$ cat config.mk
export PLATFORM = sky130hd
export DESIGN_NAME = keypad_scanner
export DESIGN_NICKNAME = d
export VERILOG_FILES = /design/src/rtl/keypad_scanner.sv
export SDC_FILE = /design/constraint.sdc
export NUM_CORES = 1
export LEC_CHECK = 0
export BUFFER_PORTS_ARGS = -buffer_cell sky130_fd_sc_hd__buf_2
export CORE_ASPECT_RATIO = 0.9
export CORE_MARGIN = 5
export CORE_UTILIZATION = 50
export CTS_BUF_LIST = sky130_fd_sc_hd__clkbuf_16
export DETAILED_ROUTE_END_ITERATION = 10
export PLACE_DENSITY = 0.77
export SETUP_SLACK_MARGIN = 0.02
export SYNTH_ARGS = -nofsm -noshare
export SYNTH_HDL_FRONTEND = slang
export SYNTH_SLANG_ARGS = --single-unit
$ cat constraint.sdc
create_clock -name clk -period 5.25 [get_ports clk]
set_input_delay 0.525 -clock clk [delete_from_list [all_inputs] [get_ports clk]]
set_output_delay 0.525 -clock clk [all_outputs]
set_load 0.01 [all_outputs]
$ cat src/rtl/keypad_scanner.sv
// 4x4 matrix keypad reader: column scan, row synchroniser, press/release debounce
// and hex decode. Produces one key_valid strobe per accepted press.
module keypad_scanner #(
  parameter int SCAN_CYCLES     = 100000,
  parameter int DEBOUNCE_CYCLES = 1000000
) (
  input  logic       clk,
  input  logic       rst,
  input  logic       en,
  input  logic [3:0] row,
  output logic [3:0] col,
  output logic [3:0] key_code,
  output logic       key_valid,
  output logic       key_held
);

  localparam int SW = $clog2(SCAN_CYCLES);
  localparam int CW = $clog2(DEBOUNCE_CYCLES + 1);
  localparam logic [SW-1:0] SCAN_LAST = SW'(SCAN_CYCLES - 1);
  localparam logic [CW-1:0] DEB_LAST  = CW'(DEBOUNCE_CYCLES - 1);

  typedef enum logic [1:0] {SCAN, DEBOUNCE, PRESSED} state_t;

  state_t        state_q, state_d;
  logic [1:0]    col_idx_q, col_idx_d;
  logic [SW-1:0] dwell_q, dwell_d;
  logic [CW-1:0] cnt_q, cnt_d;
  logic [3:0]    pattern_q, pattern_d;
  logic [1:0]    row_idx_q, row_idx_d;
  logic [3:0]    key_code_q, key_code_d;
  logic          key_valid_q, key_valid_d;
  logic          key_held_q, key_held_d;
  logic [3:0]    col_q, col_d;
  logic [3:0]    sync1_q, rs_q;

  logic [3:0]    low;
  logic          one_low;
  logic [1:0]    low_idx;

  // Rows are asynchronous to clk; only rs_q is used past this point.
  always_ff @(posedge clk or posedge rst) begin
    if (rst) begin
      sync1_q <= 4'hF;
      rs_q    <= 4'hF;
    end else begin
      sync1_q <= row;
      rs_q    <= sync1_q;
    end
  end

  always_comb begin
    low     = ~rs_q;
    one_low = (low != 4'd0) && ((low & (low - 4'd1)) == 4'd0);
    low_idx = 2'd0;
    for (int i = 3; i >= 0; i--) begin
      if (low[i]) low_idx = 2'(i);
    end
  end

  function automatic logic [3:0] decode(input logic [1:0] r, input logic [1:0] k);
    logic [3:0] code;
    case ({r, k})
      4'b00_00: code = 4'h1;
      4'b00_01: code = 4'h2;
      4'b00_10: code = 4'h3;
      4'b00_11: code = 4'hA;
      4'b01_00: code = 4'h4;
      4'b01_01: code = 4'h5;
      4'b01_10: code = 4'h6;
      4'b01_11: code = 4'hB;
      4'b10_00: code = 4'h7;
      4'b10_01: code = 4'h8;
      4'b10_10: code = 4'h9;
      4'b10_11: code = 4'hC;
      4'b11_00: code = 4'h0;
      4'b11_01: code = 4'hF;
      4'b11_10: code = 4'hE;
      default:  code = 4'hD;
    endcase
    return code;
  endfunction

  always_comb begin
    state_d     = state_q;
    col_idx_d   = col_idx_q;
    dwell_d     = dwell_q;
    cnt_d       = cnt_q;
    pattern_d   = pattern_q;
    row_idx_d   = row_idx_q;
    key_code_d  = key_code_q;
    key_valid_d = 1'b0;
    key_held_d  = key_held_q;

    if (!en) begin
      state_d    = SCAN;
      col_idx_d  = 2'd0;
      dwell_d    = '0;
      cnt_d      = '0;
      key_held_d = 1'b0;
    end else begin
      case (state_q)
        SCAN: begin
          if (dwell_q == SCAN_LAST) begin
            dwell_d = '0;
            // Ghosting and multi-press patterns are skipped, not debounced.
            if (one_low) begin
              state_d   = DEBOUNCE;
              pattern_d = rs_q;
              row_idx_d = low_idx;
              cnt_d     = '0;
            end else begin
              col_idx_d = col_idx_q + 2'd1;
            end
          end else begin
            dwell_d = dwell_q + SW'(1);
          end
        end
        DEBOUNCE: begin
          if (rs_q == pattern_q) begin
            if (cnt_q == DEB_LAST) begin
              state_d     = PRESSED;
              cnt_d       = '0;
              key_code_d  = decode(row_idx_q, col_idx_q);
              key_valid_d = 1'b1;
              key_held_d  = 1'b1;
            end else begin
              cnt_d = cnt_q + CW'(1);
            end
          end else begin
            state_d   = SCAN;
            cnt_d     = '0;
            dwell_d   = '0;
            col_idx_d = col_idx_q + 2'd1;
          end
        end
        PRESSED: begin
          // Any low bit during release restarts the clean-release count.
          if (rs_q == 4'hF) begin
            if (cnt_q == DEB_LAST) begin
              state_d    = SCAN;
              cnt_d      = '0;
              dwell_d    = '0;
              key_held_d = 1'b0;
              col_idx_d  = col_idx_q + 2'd1;
            end else begin
              cnt_d = cnt_q + CW'(1);
            end
          end else begin
            cnt_d = '0;
          end
        end
        default: state_d = SCAN;
      endcase
    end

    col_d = en ? ~(4'b0001 << col_idx_d) : 4'b1111;
  end

  always_ff @(posedge clk or posedge rst) begin
    if (rst) begin
      state_q     <= SCAN;
      col_idx_q   <= 2'd0;
      dwell_q     <= '0;
      cnt_q       <= '0;
      pattern_q   <= 4'hF;
      row_idx_q   <= 2'd0;
      key_code_q  <= 4'h0;
      key_valid_q <= 1'b0;
      key_held_q  <= 1'b0;
      col_q       <= 4'b1110;
    end else begin
      state_q     <= state_d;
      col_idx_q   <= col_idx_d;
      dwell_q     <= dwell_d;
      cnt_q       <= cnt_d;
      pattern_q   <= pattern_d;
      row_idx_q   <= row_idx_d;
      key_code_q  <= key_code_d;
      key_valid_q <= key_valid_d;
      key_held_q  <= key_held_d;
      col_q       <= col_d;
    end
  end

  assign col       = col_q;
  assign key_code  = key_code_q;
  assign key_valid = key_valid_q;
  assign key_held  = key_held_q;

endmodule
==> impl_metrics.yaml <==
timing:
  worst_slew_pin_slew_ps: 1218
  max_slew_margin: 0.1880
  setup_ws_ps: 1776
  tns_ps: 0
  setup_viol: 0
  finalCriticalPeriod_ps: 3474
  hold_viol: 0
  finalClockSkew_ps: 6.509
  max_freq_mhz: 287.9
  rsz0062_at_grt: "false"
  drv_slew: 0
  fin_crit_sh: 0.6617
grt:
  gr-total-overflow: 0
  gr-usage-all-layers: 0.1971
  grt_pass1_wl_um: 14720
  grt_pass1_vias: 3059
  grt_max_degree: 66
  antenna_found_initial: 0
clocking:
  cts_made_buffers: 9
  ctsResizeCount: 0
  clock_latency_ps: 330
  cts_buffer_depth: 2
  cts_tree: "done"
  postCtsHoldBufs: 0
  cts_num_sinks: 65
  htreeDepth: 3
  clk_pin_slew_ps: 50
  cts_root_buffer: "clkbuf_16"
  cts_setup_buffers: 0
synthesis:
  synthTopCellsByArea: "dfrtp_1 34%, dfstp_2 11%, o21ai_0 7.3%, nand3_1 3.3%, ha_1 3.0%"
  synth_common_cells: "54 x o21ai_0, 50 x dfrtp_1, 29 x nand2_1, 24 x nand3_1"
  synth-edff-count: 0
  synth_top_area_share: 0.3388
  synth_seq_cells: 65
  syn_nets: 414
  yosysTopAreaCell: "dfrtp_1"
  yosysUniqueCellTypes: 52
  yosys_warnings: 0
  synth_most_common_cell: "o21ai_0"
  syn_area_per_cell_sq_um: 9.280
  syn_area_sq_mm: 0.003694
  async_reset_ff_frac: 1.000
  yosys_most_used_dff: "dfrtp_1"
  seq_area_frac_synth: 0.4455
  synth_cells: 398
die:
  rows: 29
  dieArea_sq_mm: 0.009208
  die_w_um: 100.6
  die_y_um: 91.54
  initial_utilization: 0.5194
  core_area_sq_mm: 0.007112
  pin_count: 17
hold_path:
  min_path_cells: 1
  hold_start: "row[2]"
  hold_path.class: "in -> reg"
  min_to: "sync1_q[2]"
cells_and_area:
  num-nets-final: 427
  antenna_cells: 0
  fill_cells: 638
  final_cells: 509
  area_growth_pct: 11.28
  drive_above_1_share: 0.1611
place:
  portBuffers: 16
  dpl.hpwl_um: 5860
  gp_congestion: 0.9390
  dp_slack_ps: 1833
  dp_cells: 493
critical_path:
  r2r_setup_slack_ps: 1780
  r2r_start: "cnt_q[6]"
  worstPathCellList: "or3_1 > or4_4 > o211ai_1 > nor2_1 > a21o_1 > a22o_1"
  max_stage_delay_ps: 920
  worstPathArrival_ps: 3690
  critPathLaunchType: "flop"
  r2r_cells: 6
  crit_path_max_fanout: 15
  worst-setup-path-type: "reg -> reg"
  r2r_end: "cnt_q[3]"
  cp.required_ps: 5460
  cpMaxStageDelayCell: "o211ai_1"
  cp-end-kind: "flop"
route:
  wirelength_um: 8572
  drtIter0Drc: 196
  dr.pass1.iters: 5
  routed_via_density: 6.244
  antenna_left: 0
  wl_per_cell_um: 16.84
  route.detailed.drc: 0
  vias: 3178
run_status:
  outcome: "complete, no violations"
run:
  drv_cap: 0
pwr:
  p_leak_nw: 1.640
  cellPowerDensity_mw_per_mm2: 274.2
  irDropWorstVdd_mv: 0.2003
-- registers in the layout, indices dropped and copies added, names as in the netlist --
signal / cells
state_q: 2
rs_q: 4
key_code: 4
cnt_q: 20
col_idx_q: 2
pattern_q: 4
col: 4
key_valid: 1
key_held: 1
row_idx_q: 2
sync1_q: 4
dwell_q: 17
-- worst max path at each step --
| stage | from | to | slack (ps) | cells after the start |
|---|---|---|---|---|
| 2_1_floorplan | cnt_q[6] | dwell_q[3] | 2690 | 7 |
| 3_3_place_gp | cnt_q[6] | cnt_q[3] | 1930 | 6 |
| 3_5_place_dp | cnt_q[6] | cnt_q[3] | 1830 | 6 |
| 4_1_cts | cnt_q[6] | cnt_q[3] | 1830 | 6 |
| 5_1_grt | cnt_q[6] | cnt_q[0] | 1630 | 6 |
| 6_report | cnt_q[6] | cnt_q[3] | 1780 | 6 |
-- cells in the final DEF, fill, tap and decap left out, types with 5 or more instances in the layout --
master and count:
a21oi_1 13, and3_1 5, buf_2 16, clkbuf_16 9, dfrtp_1 50, dfstp_2 15, ha_1 9, inv_1 22
mux2_2 8, nand2_1 29, nand2b_1 6, nand3_1 24, nand4_1 15, nor2_1 22, nor3_1 22, o21ai_0 54
o31ai_1 9, o41ai_1 7, or2_2 6, xnor2_1 6
-- per-layer routing --
layer | vias to the layer above | track usage | wire (um) | part of all wire
met4 | 0 | 0.05387 | 104 | 0.012
met5 | - | 0 | 0 | 0
li1 | 1520 | - | - | -
met3 | 10 | 0.05211 | 566 | 0.066
met1 | 1539 | 0.2599 | 3810 | 0.44
met2 | 109 | 0.3191 | 4090 | 0.48
-- power by group --
part	switching (mW)	internal (mW)	total (mW)
clock network	0.210	0.359	0.568
registers	0.00705	0.510	0.517
logic	0.0295	0.0117	0.0411
-- metrics by stage --
step / utilization / total power, mW / cell area, sq um / hold slack, ps
4_1_cts: 0.5779 / 1.136 / 4110 / 288.1
3_3_place_gp: 0.5385 / 0.5653 / 3830 / 346.7
6_report: 0.5779 / 1.127 / 4110 / 296.0
3_5_place_dp: 0.5385 / 0.5673 / 3830 / 347.2
5_1_grt: 0.5779 / 1.173 / 4110 / 282.0
2_1_floorplan: - / 0.5536 / 3694 / 345.2
-- logic make-up (layout without fill, tap and decap cells) --
logic type / count (synthesis) / after routing / synth area share
fa+ha+maj: 9 / 9 / 0.03049
simple gates: 160 / 160 / 0.2381
flops: 65 / 65 / 0.4455
compound gates: 110 / 110 / 0.1934
xor+xnor: 6 / 6 / 0.01423
mux: 12 / 12 / 0.03862
buf+inv: 36 / 54 / 0.03963
-- worst max-delay path: cells and delay by family (launching register included) --
family | cells | cell delay, ps
simple gates | 3 | 1480
compound gates | 3 | 1420
flops | 1 | 450
-- final cells by class --
class	instances	area [sq um]	share of cell area
inverter	21	78.83	0.01918
clock buffer	9	225.2	0.05479
tap	93	116.4	0.02831
sequential	65	1645	0.4003
multi-input combinational	297	1902	0.4627
timing repair buffer	17	87.58	0.02131
clock inverter	7	55.05	0.01339
Power figures use the tool's default switching activity.
